## config.mk

```make
export PLATFORM = sky130hd
export DESIGN_NAME = uart_instr_fetcher
export DESIGN_NICKNAME = d
export VERILOG_FILES = /design/src/rtl/fetch_pkg.sv /design/src/rtl/fetch_timeout_ctr.sv /design/src/rtl/uart_instr_fetcher.sv
export SDC_FILE = /design/constraint.sdc
export NUM_CORES = 1
export LEC_CHECK = 0
export ABC_CLOCK_PERIOD_IN_PS = 2700
export CORE_ASPECT_RATIO = 0.9
export CORE_MARGIN = 2
export CORE_UTILIZATION = 35
export CTS_BUF_LIST = sky130_fd_sc_hd__clkbuf_8
export CTS_CLUSTER_DIAMETER = 150
export DETAILED_ROUTE_END_ITERATION = 7
export PLACE_DENSITY = 0.62
export REMOVE_ABC_BUFFERS = 1
export SYNTH_ARGS = -nofsm -noshare
export SYNTH_HDL_FRONTEND = slang
export SYNTH_SLANG_ARGS = --single-unit
```

## constraint.sdc

```tcl
create_clock -name clk -period 2.7 [get_ports clk]
set_input_delay 0.27 -clock clk [delete_from_list [all_inputs] [get_ports clk]]
set_output_delay 0.27 -clock clk [all_outputs]
set_load 0.01 [all_outputs]
```

## src/rtl/fetch_pkg.sv

```systemverilog
// Shared definitions for the UART instruction fetcher:
// state encoding, byte width and the default fetch command.
package fetch_pkg;

    localparam int BYTE_W = 8;
    localparam logic [BYTE_W-1:0] CMD_FETCH_DEF = 8'h03;

    typedef enum logic [2:0] {
        IDLE   = 3'd0,
        TX_CMD = 3'd1,
        W_CMD  = 3'd2,
        TX_ADR = 3'd3,
        W_ADR  = 3'd4,
        RX_HI  = 3'd5,
        RX_LO  = 3'd6,
        DONE   = 3'd7
    } state_t;

endpackage

```

## src/rtl/fetch_timeout_ctr.sv

```systemverilog
// Per-byte response timeout counter; saturates at the terminal count.
// Clear takes priority over enable.
module fetch_timeout_ctr
    import fetch_pkg::*;
#(
    parameter int TIMEOUT_CYC = 20000,
    parameter int TO_W        = 15
) (
    input  logic clk,
    input  logic reset,
    input  logic clear,
    input  logic enable,
    output logic tc
);

    localparam logic [TO_W-1:0] LAST = TO_W'(TIMEOUT_CYC - 1);

    logic [TO_W-1:0] count;

    always_ff @(posedge clk) begin
        if (!reset) begin
            count <= '0;
        end else if (clear) begin
            count <= '0;
        end else if (enable && count != LAST) begin
            count <= count + 1'b1;
        end
    end

    assign tc = (count == LAST);

endmodule

```

## src/rtl/uart_instr_fetcher.sv

```systemverilog
// Fetches one 16-bit instruction over UART: sends command and PC,
// then receives hi/lo bytes, with timeout, bounded retry and hold.
module uart_instr_fetcher
    import fetch_pkg::*;
#(
    parameter logic [BYTE_W-1:0] CMD_FETCH = CMD_FETCH_DEF,
    parameter int TIMEOUT_CYC = 20000,
    parameter int MAX_RETRY   = 3,
    parameter int TO_W        = 15
) (
    input  logic              clk,
    input  logic              reset,
    input  logic              start,
    input  logic [BYTE_W-1:0] address,
    input  logic              hold,
    input  logic              rx_done,
    input  logic [BYTE_W-1:0] rx_data,
    input  logic              tx_done,
    output logic              tx_start,
    output logic [BYTE_W-1:0] tx_data,
    output logic [15:0]       instruction,
    output logic              done,
    output logic              busy,
    output logic              err
);

    localparam int RT_W = $clog2(MAX_RETRY + 1);

    state_t            state, state_nx;
    logic [RT_W-1:0]   retry, retry_nx;
    logic [BYTE_W-1:0] addr, addr_nx;
    logic [BYTE_W-1:0] hi, hi_nx;
    logic [BYTE_W-1:0] tx_data_nx;
    logic [15:0]       instr_nx;
    logic              tx_start_nx, done_nx, err_nx;
    logic              in_rx, rx_ok, tc;

    assign in_rx = (state == RX_HI) || (state == RX_LO);
    assign rx_ok = in_rx && rx_done && !hold;
    assign busy  = (state != IDLE);

    fetch_timeout_ctr #(
        .TIMEOUT_CYC(TIMEOUT_CYC),
        .TO_W       (TO_W)
    ) u_to (
        .clk   (clk),
        .reset (reset),
        .clear (!in_rx || rx_ok),
        .enable(in_rx && !hold),
        .tc    (tc)
    );

    always_ff @(posedge clk) begin
        if (!reset) begin
            state       <= IDLE;
            retry       <= '0;
            addr        <= '0;
            hi          <= '0;
            tx_start    <= 1'b0;
            tx_data     <= '0;
            instruction <= '0;
            done        <= 1'b0;
            err         <= 1'b0;
        end else begin
            state       <= state_nx;
            retry       <= retry_nx;
            addr        <= addr_nx;
            hi          <= hi_nx;
            tx_start    <= tx_start_nx;
            tx_data     <= tx_data_nx;
            instruction <= instr_nx;
            done        <= done_nx;
            err         <= err_nx;
        end
    end

    always_comb begin
        state_nx    = state;
        retry_nx    = retry;
        addr_nx     = addr;
        hi_nx       = hi;
        tx_start_nx = 1'b0;
        tx_data_nx  = tx_data;
        instr_nx    = instruction;
        done_nx     = 1'b0;
        err_nx      = 1'b0;
        if (!hold) begin
            unique case (state)
                IDLE: if (start) begin
                    addr_nx  = address;
                    retry_nx = '0;
                    state_nx = TX_CMD;
                end
                TX_CMD: begin
                    tx_start_nx = 1'b1;
                    tx_data_nx  = CMD_FETCH;
                    state_nx    = W_CMD;
                end
                W_CMD: if (tx_done) state_nx = TX_ADR;
                TX_ADR: begin
                    tx_start_nx = 1'b1;
                    tx_data_nx  = addr;
                    state_nx    = W_ADR;
                end
                W_ADR: if (tx_done) state_nx = RX_HI;
                RX_HI: if (rx_done) begin
                    hi_nx    = rx_data;
                    state_nx = RX_LO;
                end
                RX_LO: if (rx_done) begin
                    instr_nx = {hi, rx_data};
                    done_nx  = 1'b1;
                    state_nx = DONE;
                end
                DONE: state_nx = IDLE;
                default: state_nx = IDLE;
            endcase
            // A byte arriving on the terminal cycle beats the timeout
            if (in_rx && !rx_done && tc) begin
                if (retry < RT_W'(MAX_RETRY)) begin
                    retry_nx = retry + 1'b1;
                    state_nx = TX_CMD;
                end else begin
                    err_nx   = 1'b1;
                    state_nx = IDLE;
                end
            end
        end
    end

endmodule
```

==> Word level (Yosys, flattened, before mapping) <==
Cells that the tools add are included.
{ "op_classes": {"addsub": 2, "magnitude_cmp": 1, "n_eq_ne": 14, "n_mux": 16, "bitwise": 4, "n_reduce_logical": 24} }
{ "ops": {"columns": ["operator", "n"], "rows": [
  ["$pmux W3 S8", 1],
  ["$mux W3", 6],
  ["$pmux W8 S2", 1],
  ["$add A15 B1 Y15 const B", 1],
  ["$eq A15 B15 Y1 const B", 1],
  ["$ne A15 B15 Y1 const B", 1],
  ["$eq A3 B3 Y1 const B", 4],
  ["$ne A3 B3 Y1 const B", 3],
  ["$reduce_and A3 Y1", 3],
  ["$mux W2", 4],
  ["$eq A3 B2 Y1 const B", 2],
  ["$logic_and A1 B1 Y1", 6],
  ["$ne A3 B2 Y1 const B", 2],
  ["$reduce_and A6 Y1", 1],
  ["$reduce_or A2 Y1", 3],
  ["$reduce_or A3 Y1", 2],
  ["$mux W1", 4],
  ["$not A1 Y1", 4],
  ["$eq A3 B1 Y1 const B", 1],
  ["$logic_not A1 Y1", 3],
  ["$logic_not A3 Y1", 1],
  ["$reduce_bool A3 Y1", 1],
  ["$add A2 B1 Y2 const B", 1],
  ["$logic_or A1 B1 Y1", 2],
  ["other kinds (3)", 3]
]} }
{ "totals": {"reg_bits": 63, "input_bits": 22, "output_inout_bits": 28, "wordCells": 71} }

==> Logic depth before layout (Yosys ltp) <==
Gate-level depths: netlist of run 1.
{ "depth": {"ltp_word": 6, "mapped_depth": 7, "mapped_depth_nobuf": 5} }

==> Modules after synthesis <==
Synthesis of run 1 repeated with hierarchy kept, for this count alone.
{ "unflattened": {"cells_unflattened": 301, "hier_area_um2": 2733.9} }
{ "by_module_without_submodules": {"columns": ["module", "instances", "cells_per_inst", "area_per_inst_um2", "seq_area_each_um2"], "rows": [
  ["uart_instr_fetcher", 1, 216, 2011.9, 960.9],
  ["fetch_timeout_ctr", 1, 85, 721.9, 300.3]
]} }

==> Worst setup path after synthesis of run 1 <==
Ideal clock, no wire load.
{ "synth_path": {"path_type": "reg2reg", "startpoint": "register u_to.count[0]", "endpoint": "register u_to.count[2]", "setup_ns": 0.059, "t_arrival_ns": 1.786, "required_time_ns": 2.641, "path_slack_ns": 0.855, "stages_incl_launch_ff": 8, "path_buffers": 2, "period_less_slack_ns": 1.845, "path_cell_list": "dfxtp_1 > ha_1 > and4_1 > clkbuf_2 > and4_1 > clkbuf_1 > or4_1 > nand2_1"} }
{ "synth_via": {"elab_chain_cells": 2, "word_cells_on_any_way": 3, "cone_classes": "1 x add/sub; 1 x eq/ne; 1 x reduce/logical"} }
{ "synth_lines": {"columns": ["item", "line_no", "text"], "rows": [
  ["from (decl)", "fetch_timeout_ctr.sv:18", "logic [TO_W-1:0] count;"],
  ["from (signal assigned)", "fetch_timeout_ctr.sv:26", "count <= count + 1'b1;"],
  ["branches (longest 2 deep; another with $add A15 B1 Y15)", null, null]
]} }
Parallel ways; which one is timed is not known.
A chain may end at the register's enable or synchronous reset.

==> Worst setup path in the final report of run 1 <==
{ "layout_path": {"startpoint": "register state[0]", "endpoint": "register u_to.count[11]"} }
{ "layout_via": {"elab_chain_cells": 6, "word_cells_on_any_way": 10, "cone_classes": "2 x eq/ne; 8 x reduce/logical"} }
{ "layout_lines": {"columns": ["item", "line_no", "text"], "rows": [
  ["from (decl)", "uart_instr_fetcher.sv:29", "state_t state, state_nx;"],
  ["from (signal assigned)", "uart_instr_fetcher.sv:65", "state <= state_nx;"],
  ["$eq A3 B3 Y1", "uart_instr_fetcher.sv:38", "assign in_rx = (state == RX_HI) || (state == RX_LO);"],
  ["$logic_or A1 B1 Y1 (*)", "uart_instr_fetcher.sv:38", null],
  ["$logic_and A1 B1 Y1 (2 in a row)", "uart_instr_fetcher.sv:39", "assign rx_ok = in_rx && rx_done && !hold;"],
  ["$logic_or A1 B1 Y1", "uart_instr_fetcher.sv:48", ".clear (!in_rx || rx_ok),"],
  ["$reduce_or A2 Y1 (no source line)", null, null]
]} }
Mark *: on every way between the ends. The rest lies on a longest branch, timed or not.

==> results of run 1 <==
## layer usage
metal	vias to the layer above	share of wire
li1	1170	-
met3	2	0.044
met5	-	0
met4	0	0.0059
met2	38	0.46
met1	1082	0.49
## kinds of logic after synthesis
family	Yosys count	share of synthesized area
AND/OR/NAND/NOR	140	0.266
flip-flops	63	0.456
AO/OA/AOI/OAI	55	0.137
buffers and inverters	23	0.0407
multiplexers	19	0.0692
XOR/XNOR	6	0.0217
adder cells (fa/ha/maj)	2	0.00904
## layout make-up
| cell class | count | area [sq um] | area share |
|---|---|---|---|
| clock buffer | 9 | 124 | 0.0351 |
| clock inverter | 7 | 88.8 | 0.0252 |
| inverter | 3 | 11.3 | 0.00319 |
| multi-input combinational | 222 | 1390 | 0.395 |
| sequential | 63 | 1260 | 0.358 |
| tap | 96 | 120 | 0.0341 |
| timing repair buffer | 54 | 528 | 0.150 |
## power breakdown
group / leakage, nW / internal [mW] / total (mW) / switching [mW]
combinational: 0.590 / 0.153 / 0.327 / 0.174
sequential: 0.509 / 0.965 / 1.01 / 0.0491
clock: 0.106 / 0.513 / 0.884 / 0.371
## worst max-delay path by stage
stage / depth (start not counted) / slack, ps / start / to
after global routing: 4 / 470 / state[0] / u_to.count[11]
after detailed placement: 5 / 430 / hold / hi[1]
after floorplan: 5 / 930 / u_to.count[0] / u_to.count[3]
after CTS: 3 / 680 / state[1] / busy
after global placement: 5 / 500 / hold / hi[6]
final: 4 / 700 / state[0] / u_to.count[11]
## worst min-delay path, cell delays in order (launching register included)
cell	delay, ps
dfxtp_1	310
nand2_1	50
a21boi_0	60
## metrics by stage
step	instances	util	area, sq um
floorplan	288	-	2670
global placement	438	0.435	3310
detailed placement	438	0.435	3310
CTS	454	0.463	3530
global route	454	0.463	3530
finish	454	0.463	3530
## sequential cells by signal, indices dropped and copies added, names as in the netlist
| name | cells |
|---|---|
| u_to.count | 15 |
| addr | 8 |
| done | 1 |
| hi | 8 |
| tx_data | 8 |
| retry | 2 |
| tx_start | 1 |
| err | 1 |
| instruction | 16 |
| state | 3 |
## cell usage in the layout (no fill, tap or decap), types with 2 or more instances in the layout
master | Yosys | routed
ha_1 | 2 | 2
buf_4 | 1 | 5
a21boi_0 | 26 | 26
nand4_1 | 8 | 8
nand2_1 | 52 | 52
and3_1 | 4 | 4
o21ai_0 | 8 | 8
and4_1 | 4 | 4
clkbuf_8 | 0 | 9
o2111ai_1 | 2 | 2
or3_1 | 7 | 7
nor3_1 | 5 | 5
bufinv_16 | 0 | 2
xor2_1 | 4 | 4
clkinv_2 | 0 | 2
clkdlybuf4s50_1 | 0 | 49
dfxtp_1 | 63 | 63
o211ai_1 | 4 | 4
and4b_1 | 2 | 2
inv_1 | 3 | 4
or4_1 | 4 | 4
o31ai_1 | 3 | 3
nor2b_1 | 21 | 21
a21oi_1 | 9 | 9
and2_1 | 2 | 2
clkinvlp_4 | 0 | 2
nand2b_1 | 3 | 3
nor2_1 | 6 | 6
nand3_1 | 17 | 17
mux2i_1 | 18 | 18
==> metrics.yaml, run 1 <==
status: "complete, no violations"
die-area_sq_um: 8630
fin_crit_sh: 0.741
fin_nets: 377
tns_ps: 0
whs_ps: 464
gr-max-usage-layer: "met2"
slowest_stage: "dfxtp_1"
dpl.hpwl_microns: 4100
detail-route-antenna-nets: 0
cts_buffers: 9
grt_max_degree: 56
rrSetupSlack_ps: 700
cts_hold_buf: 0
critPathMaxFanout: 11
ys_async_sr_fraction: 0
drv_slew: 0
endpoint_kind: "register"
rsz0062_at_grt: "false"
reg2reg_to: "u_to.count[11]"
hold_depth: 2
synth_area_leaders: "dfxtp_1 46%, a21boi_0 7.1%, nand2_1 7.1%"
ys_seq_elements: 63
clock_skew_ps: 8.71
pre_cts_ws_ps: 427
power.density_nw_per_um2: 631
globalRouteMet3Util: 0.0545
grt_pass1_wl_microns: 10100
grt_use_total: 0.148
die_y_microns: 88.3
synth_common_cells: "63 x dfxtp_1, 52 x nand2_1, 26 x a21boi_0"
grtUsageMet1: 0.190
overflow: 0
worst_ep_arrival_time_ps: 2280
cts_resized: 0
yosysTopAreaCell: "dfxtp_1"
min_from: "tx_data[7]"
antenna_found_initial: 0
clock-sinks: 63
synth_area_sq_um: 2770
fin_ws_ps: 698
wl_per_cell_microns: 13.5
die_w_microns: 97.7
critical-path-max-stage-delay_ps: 570
hold_path.class: "register to register"
avgViaCountPerCell: 5.05
cp_num_buf_inv: 0
worstMarginPinSlew_ps: 630
crit_chain: "xor2_2 -> nand4_1 -> or3_1 -> a21oi_1"
start_util: 0.363
boundaryPins: 50
synthCells: 308
hold_viol: 0
gp_congestion: 0.758
rows: 30
grt_pass1_vias: 2151
clk_path_buf_depth: 2
required_ps: 2980
area_growth_pct: 27.5
yosysWarnings: 0
ys_seq_area_frac: 0.456
slew_headroom: 0.579
clkLatencyLatePin_ps: 340
core_area_sq_um: 7620
n_fill_cell: 742
post_cts_buffers: 0
p_total_mw: 2.22
synth-edff-count: 0
clock.fmax_mhz: 499
rr_startpoint: "state[0]"
syn_avg_cell_area_sq_um: 8.98
setup_violations: 0
firstDrtPassIters: 4
fin_crit_ps: 2000
portBuffers: 49
clockRootBuffer: "clkbuf_8"
drtIter0Drc: 69
antennaDiodeCount: 0
layout-drive-gt1-share: 0.0670
ir_drop_uv: 326
htree_levels: 3
path_clk_slew_ps: 70
crit_family: "simple AND/OR/NAND/NOR gates"
ys_types: 40
grtUsageMet2: 0.228
wl_microns: 6150
hold_end: "tx_data[7]"
yosysMostFrequentCell: "dfxtp_1"
ys.flop_type: "dfxtp_1"
post-route-drc-count: 0
critPathKind: "register to register"
synth_top_area_frac: 0.456
tritoncts: "done"
cp-start-kind: "register"
num_vias: 2292
drv_cap: 0
leakage_nw: 1.20
reg2regPathDepth: 4
No activity file was read; power rests on OpenSTA's default activity.
==> inputs of run 2 (changes only) <==
- ABC_CLOCK_PERIOD_IN_PS: 2700 -> 1700
- PLACE_DENSITY: 0.62 -> 0.64
- clock period: 2.7 -> 1.7 ns (I/O delays scaled with it)
==> run 2 against run 1 <==
Effect of this change:
- sequential share of layout area fell by 3.1 points
- sequential power rose by 59%
- first-iteration DRC count decreased by 16%
- sequential cell count did not move
- via count is 4.6% higher
- critical path type unchanged
- critical endpoint is now u_to.count[3]
==> metrics.yaml, run 2 (same netlist as run 1, synthesis figures left out) <==
status: "complete, no violations"
die_w_microns: 97.7  # unchanged
grt_use_total: 0.157  # +0.00937
num_vias: 2397  # +4.6%
post-route-drc-count: 0  # unchanged
clock-sinks: 63  # unchanged
avgViaCountPerCell: 4.92  # -2.5%
grt_pass1_wl_microns: 10900  # +7.4%
wl_per_cell_microns: 13.4  # -1.2%
rr_startpoint: "u_to.count[0]"
setup_violations: 0  # unchanged
largest_reg_flops: 16  # unchanged
dp.cells: 470  # +7.3%
antennaDiodeCount: 0  # unchanged
endpoint_kind: "register"
fin_nets: 411  # +9.0%
die-area_sq_um: 8630  # unchanged
boundaryPins: 50  # unchanged
area_growth_pct: 39.6
worstMarginPinSlew_ps: 462  # -168 ps
dpl.hpwl_microns: 4630  # +13%
crit_chain: "ha_2 -> and4_4 -> and4_4 -> or4_1 -> a21oi_2"
p_sw_mw: 0.972  # +64%
drv_cap: 0  # unchanged
core_area_sq_um: 7620  # unchanged
whs_ps: 424  # -39.6 ps
cts_buffers: 9  # unchanged
rrSetupSlack_ps: 80  # -620 ps
grt_max_degree: 39  # -30%
slowest_stage: "or4_1"
top_regs: "instruction x16, u_to.count x15"
critical-path-max-stage-delay_ps: 520  # -50 ps
seqPwrFrac: 0.440  # -0.016
gp_congestion: 0.813  # +7.2%
clock.fmax_mhz: 616  # +23%
path_clk_slew_ps: 70  # about the same
overflow: 0  # unchanged
fin_crit_sh: 0.955  # +0.214
antenna_found_initial: 0  # unchanged
critPathMaxFanout: 8  # -3
clockRootBuffer: "clkbuf_8"
power.density_nw_per_um2: 944  # +50%
slew_headroom: 0.690  # +0.111
hold_depth: 3  # +1
grt_pass1_vias: 2361  # +9.8%
clock_power_share: 0.383  # -0.014
worst_ep_arrival_time_ps: 1900  # -380 ps
cts_hold_buf: 0  # unchanged
n_fill_cell: 715  # -3.6%
portBuffers: 49  # unchanged
pwr-share-comb: 0.177  # +0.030
hold_viol: 0  # unchanged
regArea_sq_um: 1260  # +0.20%
layout-drive-gt1-share: 0.169  # +0.102
clk_path_buf_depth: 2  # unchanged
rows: 30  # unchanged
hold_end: "instruction[3]"
clock_skew_ps: 9.40  # +0.693 ps
final_cell_mix: "61 x dfxtp_1, 52 x nand2_1, 48 x clkdlybuf4s50_1, 34 x buf_4, 26 x a21boi_0"
start_util: 0.363  # unchanged
tritoncts: "done"
htree_levels: 3  # unchanged
drv_slew: 0  # unchanged
drtIter0Drc: 58  # -16%
cpMostUsedCell: "and4_4"
final_common_cell: "dfxtp_1"
required_ps: 1980  # -1000 ps
fin_crit_ps: 1620  # -378 ps
final_cells: 487  # +7.3%
firstDrtPassIters: 4  # unchanged
ir_drop_uv: 504  # +55%
hold_path.class: "primary input to register"
switching_share: 0.267  # about the same
critPathKind: "register to register"
wl_microns: 6510  # +6.0%
detail-route-antenna-nets: 0  # unchanged
multi_input_area_sq_um: 1430  # +2.9%
min_from: "rx_data[3]"
top_register: "instruction"
reg2regPathDepth: 5  # +1
leakage_nw: 1.39  # +15%
clkLatencyLatePin_ps: 350  # about the same
cp-start-kind: "register"
reg2reg_to: "u_to.count[3]"
power.internal_mw: 2.67  # +64%
die_y_microns: 88.3  # unchanged
post-route-util: 0.507  # +0.0442
## run 2: how the worst max path moves through the flow
stage / start / endpoint / slack [ps]
final: u_to.count[0] / u_to.count[3] / 80
after global routing: u_to.count[5] / retry[1] / -3
after CTS: state[0] / busy / 20
after detailed placement: hold / u_to.count[11] / -120
after global placement: reset / u_to.count[2] / -80
after floorplan: u_to.count[0] / u_to.count[3] / -70
## run 2: metrics by stage
step	cell area, sq um	setup slack [ps]	power, mW	TNS [ps]
floorplan	2670	-68.0	1.93	-239
finish	3860	76.2	3.65	0
global route	3860	-2.94	3.82	-2.94
global placement	3590	-84.9	2.27	-277
detailed placement	3590	-116	2.27	-568
CTS	3810	16.6	3.67	0
## run 2: timing repair
item | 4_1_cts | 5_1_grt
setup buffers | 0 | 2
hold endpoints to repair | 0 | 0
setup endpoints to repair | 3 | 19
gates resized for setup | 5 | 11
pin swaps | 0 | 3
## run 2: area by class of cell
cell class                 count  area share
multi-input combinational    222       0.371
timing repair buffer          88       0.213
sequential                    63       0.327
clock inverter                 6      0.0227
inverter                       3     0.00292
tap                           96      0.0311
clock buffer                   9      0.0321
## run 2: per-layer routing
layer	track usage	up-vias	wire length, microns
li1	-	1239	-
met1	0.205	1110	3140
met2	0.250	43	3010
met3	0.0585	5	318
met4	0.0417	0	40
met5	0	-	0
## run 2: worst max-delay path, delay by kind of cell, from the launching register on
family | cells | cell delay [ps]
flops | 1 | 320
simple gates | 3 | 920
fa+ha+maj | 1 | 180
compound gates | 1 | 140
## run 2: power groups by stage
stage,logic (mW),clock network [mW],registers [mW]
detailed placement,0.649,0,1.63
global placement,0.645,0,1.63
global route,0.709,1.50,1.61
CTS,0.644,1.43,1.59
floorplan,0.292,0,1.64
finish,0.645,1.40,1.61
==> inputs of run 3 (changes only) <==
- ABC_CLOCK_PERIOD_IN_PS: 1700 -> 1850
- CORE_UTILIZATION: 35 -> 54
- PLACE_DENSITY: 0.64 -> 0.87
- clock period: 1.7 -> 1.85 ns (I/O delays scaled with it)
==> run 3 against run 2 <==
Effect of this change:
- register-to-register slack about the same
- routed wire length decreased by 2.4%
- critical path depth unchanged
- clock skew decreased by 3.6 ps
- cell count decreased by 9.7%
- final area decreased by 5.6%
- critical path type unchanged
- highest routed layer unchanged
==> metrics.yaml, run 3 (same netlist as run 1, synthesis figures left out) <==
slew_headroom: 0.616  # -0.0735
core_area_sq_um: 4890  # -36%
ir_drop_uv: 665  # +32%
reg2reg_to: "u_to.count[3]"
htree_levels: 3  # unchanged
fin_area_sq_um: 3650  # -5.6%
hold_viol: 0  # unchanged
critPathKind: "register to register"
die_w_microns: 79.4  # -19%
tritoncts: "done"
firstDrtPassIters: 5  # +1
antenna_found_initial: 0  # unchanged
detail-route-antenna-nets: 0  # unchanged
post-route-util: 0.745  # +0.238
setup_violations: 0  # unchanged
layout-drive-gt1-share: 0.115  # -0.0541
clockRootBuffer: "clkbuf_8"
hold_end: "instruction[7]"
largest_reg_flops: 16  # unchanged
required_ps: 2120  # +140 ps
grt_use_total: 0.235  # +0.0780
fin_crit_ps: 1770  # +141 ps
start_util: 0.565  # +0.202
drtIter0Drc: 127  # +120%
fin_ws_ps: 85.0  # +8.77 ps
clock_skew_ps: 5.85  # -3.56 ps
slowest_stage: "or4_1"
grt_max_degree: 56  # +44%
top_register: "instruction"
die_y_microns: 71.9  # -19%
overflow: 0  # unchanged
pre_cts_ws_ps: -18.4  # +97.2 ps
hold_path.class: "primary input to register"
status: "complete, no violations"
dp.cells: 424  # -9.8%
grt_pass1_wl_microns: 10500  # -3.9%
critical-path-max-stage-delay_ps: 510  # about the same
avgViaCountPerCell: 5.51  # +12%
dpl_cell_area_sq_um: 3410  # -4.9%
wl_microns: 6360  # -2.4%
num_vias: 2425  # +1.2%
wl_per_cell_microns: 14.5  # +8.1%
dpl.hpwl_microns: 4290  # -7.3%
fin_crit_sh: 0.954  # -0.00110
cts_buffers: 9  # unchanged
boundaryPins: 50  # unchanged
die-area_sq_um: 5710  # -34%
cp-start-kind: "register"
top_regs: "instruction x16, u_to.count x15"
power.density_nw_per_um2: 925  # -1.9%
clk_path_buf_depth: 2  # unchanged
post_cts_buffers: 0  # unchanged
post-route-drc-count: 0  # unchanged
min_from: "rx_data[7]"
rows: 24  # -20%
final_cells: 440  # -9.7%
rrSetupSlack_ps: 80  # about the same
gp_congestion: 0.855  # +5.2%
area_growth_pct: 31.8
worst_ep_arrival_time_ps: 2040  # +140 ps
crit_chain: "ha_2 -> and4_1 -> and4_2 -> or4_1 -> a21oi_1"
grt_pass1_vias: 2348  # -0.55%
final_cell_mix: "63 x dfxtp_1, 52 x nand2_1, 48 x clkdlybuf4s50_1, 26 x a21boi_0"
portBuffers: 49  # unchanged
clkLatencyLatePin_ps: 330  # -20 ps
worstMarginPinSlew_ps: 571  # +109 ps
tns_ps: 0  # unchanged
leakage_nw: 1.31  # -6.0%
antennaDiodeCount: 0  # unchanged
hold_depth: 3  # unchanged
clock.fmax_mhz: 567  # -8.0%
drv_slew: 0  # unchanged
reg2regPathDepth: 5  # unchanged
fin_nets: 394  # -4.1%
endpoint_kind: "register"
drv_cap: 0  # unchanged
critPathMaxFanout: 7  # -1
path_clk_slew_ps: 70  # about the same
rr_startpoint: "u_to.count[0]"
final_common_cell: "dfxtp_1"
clock-sinks: 63  # unchanged
run 3: worst max-delay path: cells and delay by family (launching register included):
kind	cells	cell delay (ps)
DFF	1	340
adders and majority gates	1	210
AOI/OAI and AO/OA	1	140
and+or+nand+nor	3	1000
run 3: what timing repair did:
action,4_1_cts,5_1_grt
resized for setup,1,3
hold endpoints to repair,0,0
endpoints found under the setup margin,1,6
hold buffers,0,0
run 3: metrics by stage:
step | hold WS (ps) | total power, mW
floorplan | 307 | 1.77
global placement | 446 | 2.06
detailed placement | 457 | 2.07
CTS | 427 | 3.39
global route | 468 | 3.50
finish | 439 | 3.38
run 3: routing by layer:
| layer | wire length [microns] | global-route usage | vias up |
|---|---|---|---|
| met5 | 0 | 0 | - |
| met4 | 50 | 0.0785 | 0 |
| met3 | 348 | 0.0808 | 6 |
| li1 | - | - | 1200 |
| met2 | 3150 | 0.399 | 61 |
| met1 | 2810 | 0.280 | 1158 |
run 3: cell type report:
class                           instances  area, sq um
Clock buffer                           11          151
Clock inverter                          5         72.6
Fill cell                             361         1250
Inverter                                3         11.3
Multi-Input combinational cell        222         1400
Sequential cell                        63         1260
Tap cell                               65         81.3
Timing Repair Buffer                   71          667
run 3: worst max-delay path by stage:
stage                       start        endpoint  slack, ps  cells past startpoint
floorplan           u_to.count[0]   u_to.count[3]         80                      5
global placement             hold   u_to.count[2]        100                      5
detailed placement           hold  u_to.count[13]        -20                      5
CTS                 u_to.count[0]   u_to.count[3]         70                      5
global route        u_to.count[5]   u_to.count[0]        -20                      5
finish              u_to.count[0]   u_to.count[3]         80                      5
run 3: power breakdown:
group | switching, mW | internal, mW
Clock | 0.513 | 0.821
Sequential | 0.0566 | 1.41
Combinational | 0.296 | 0.281
Total | 0.865 | 2.51
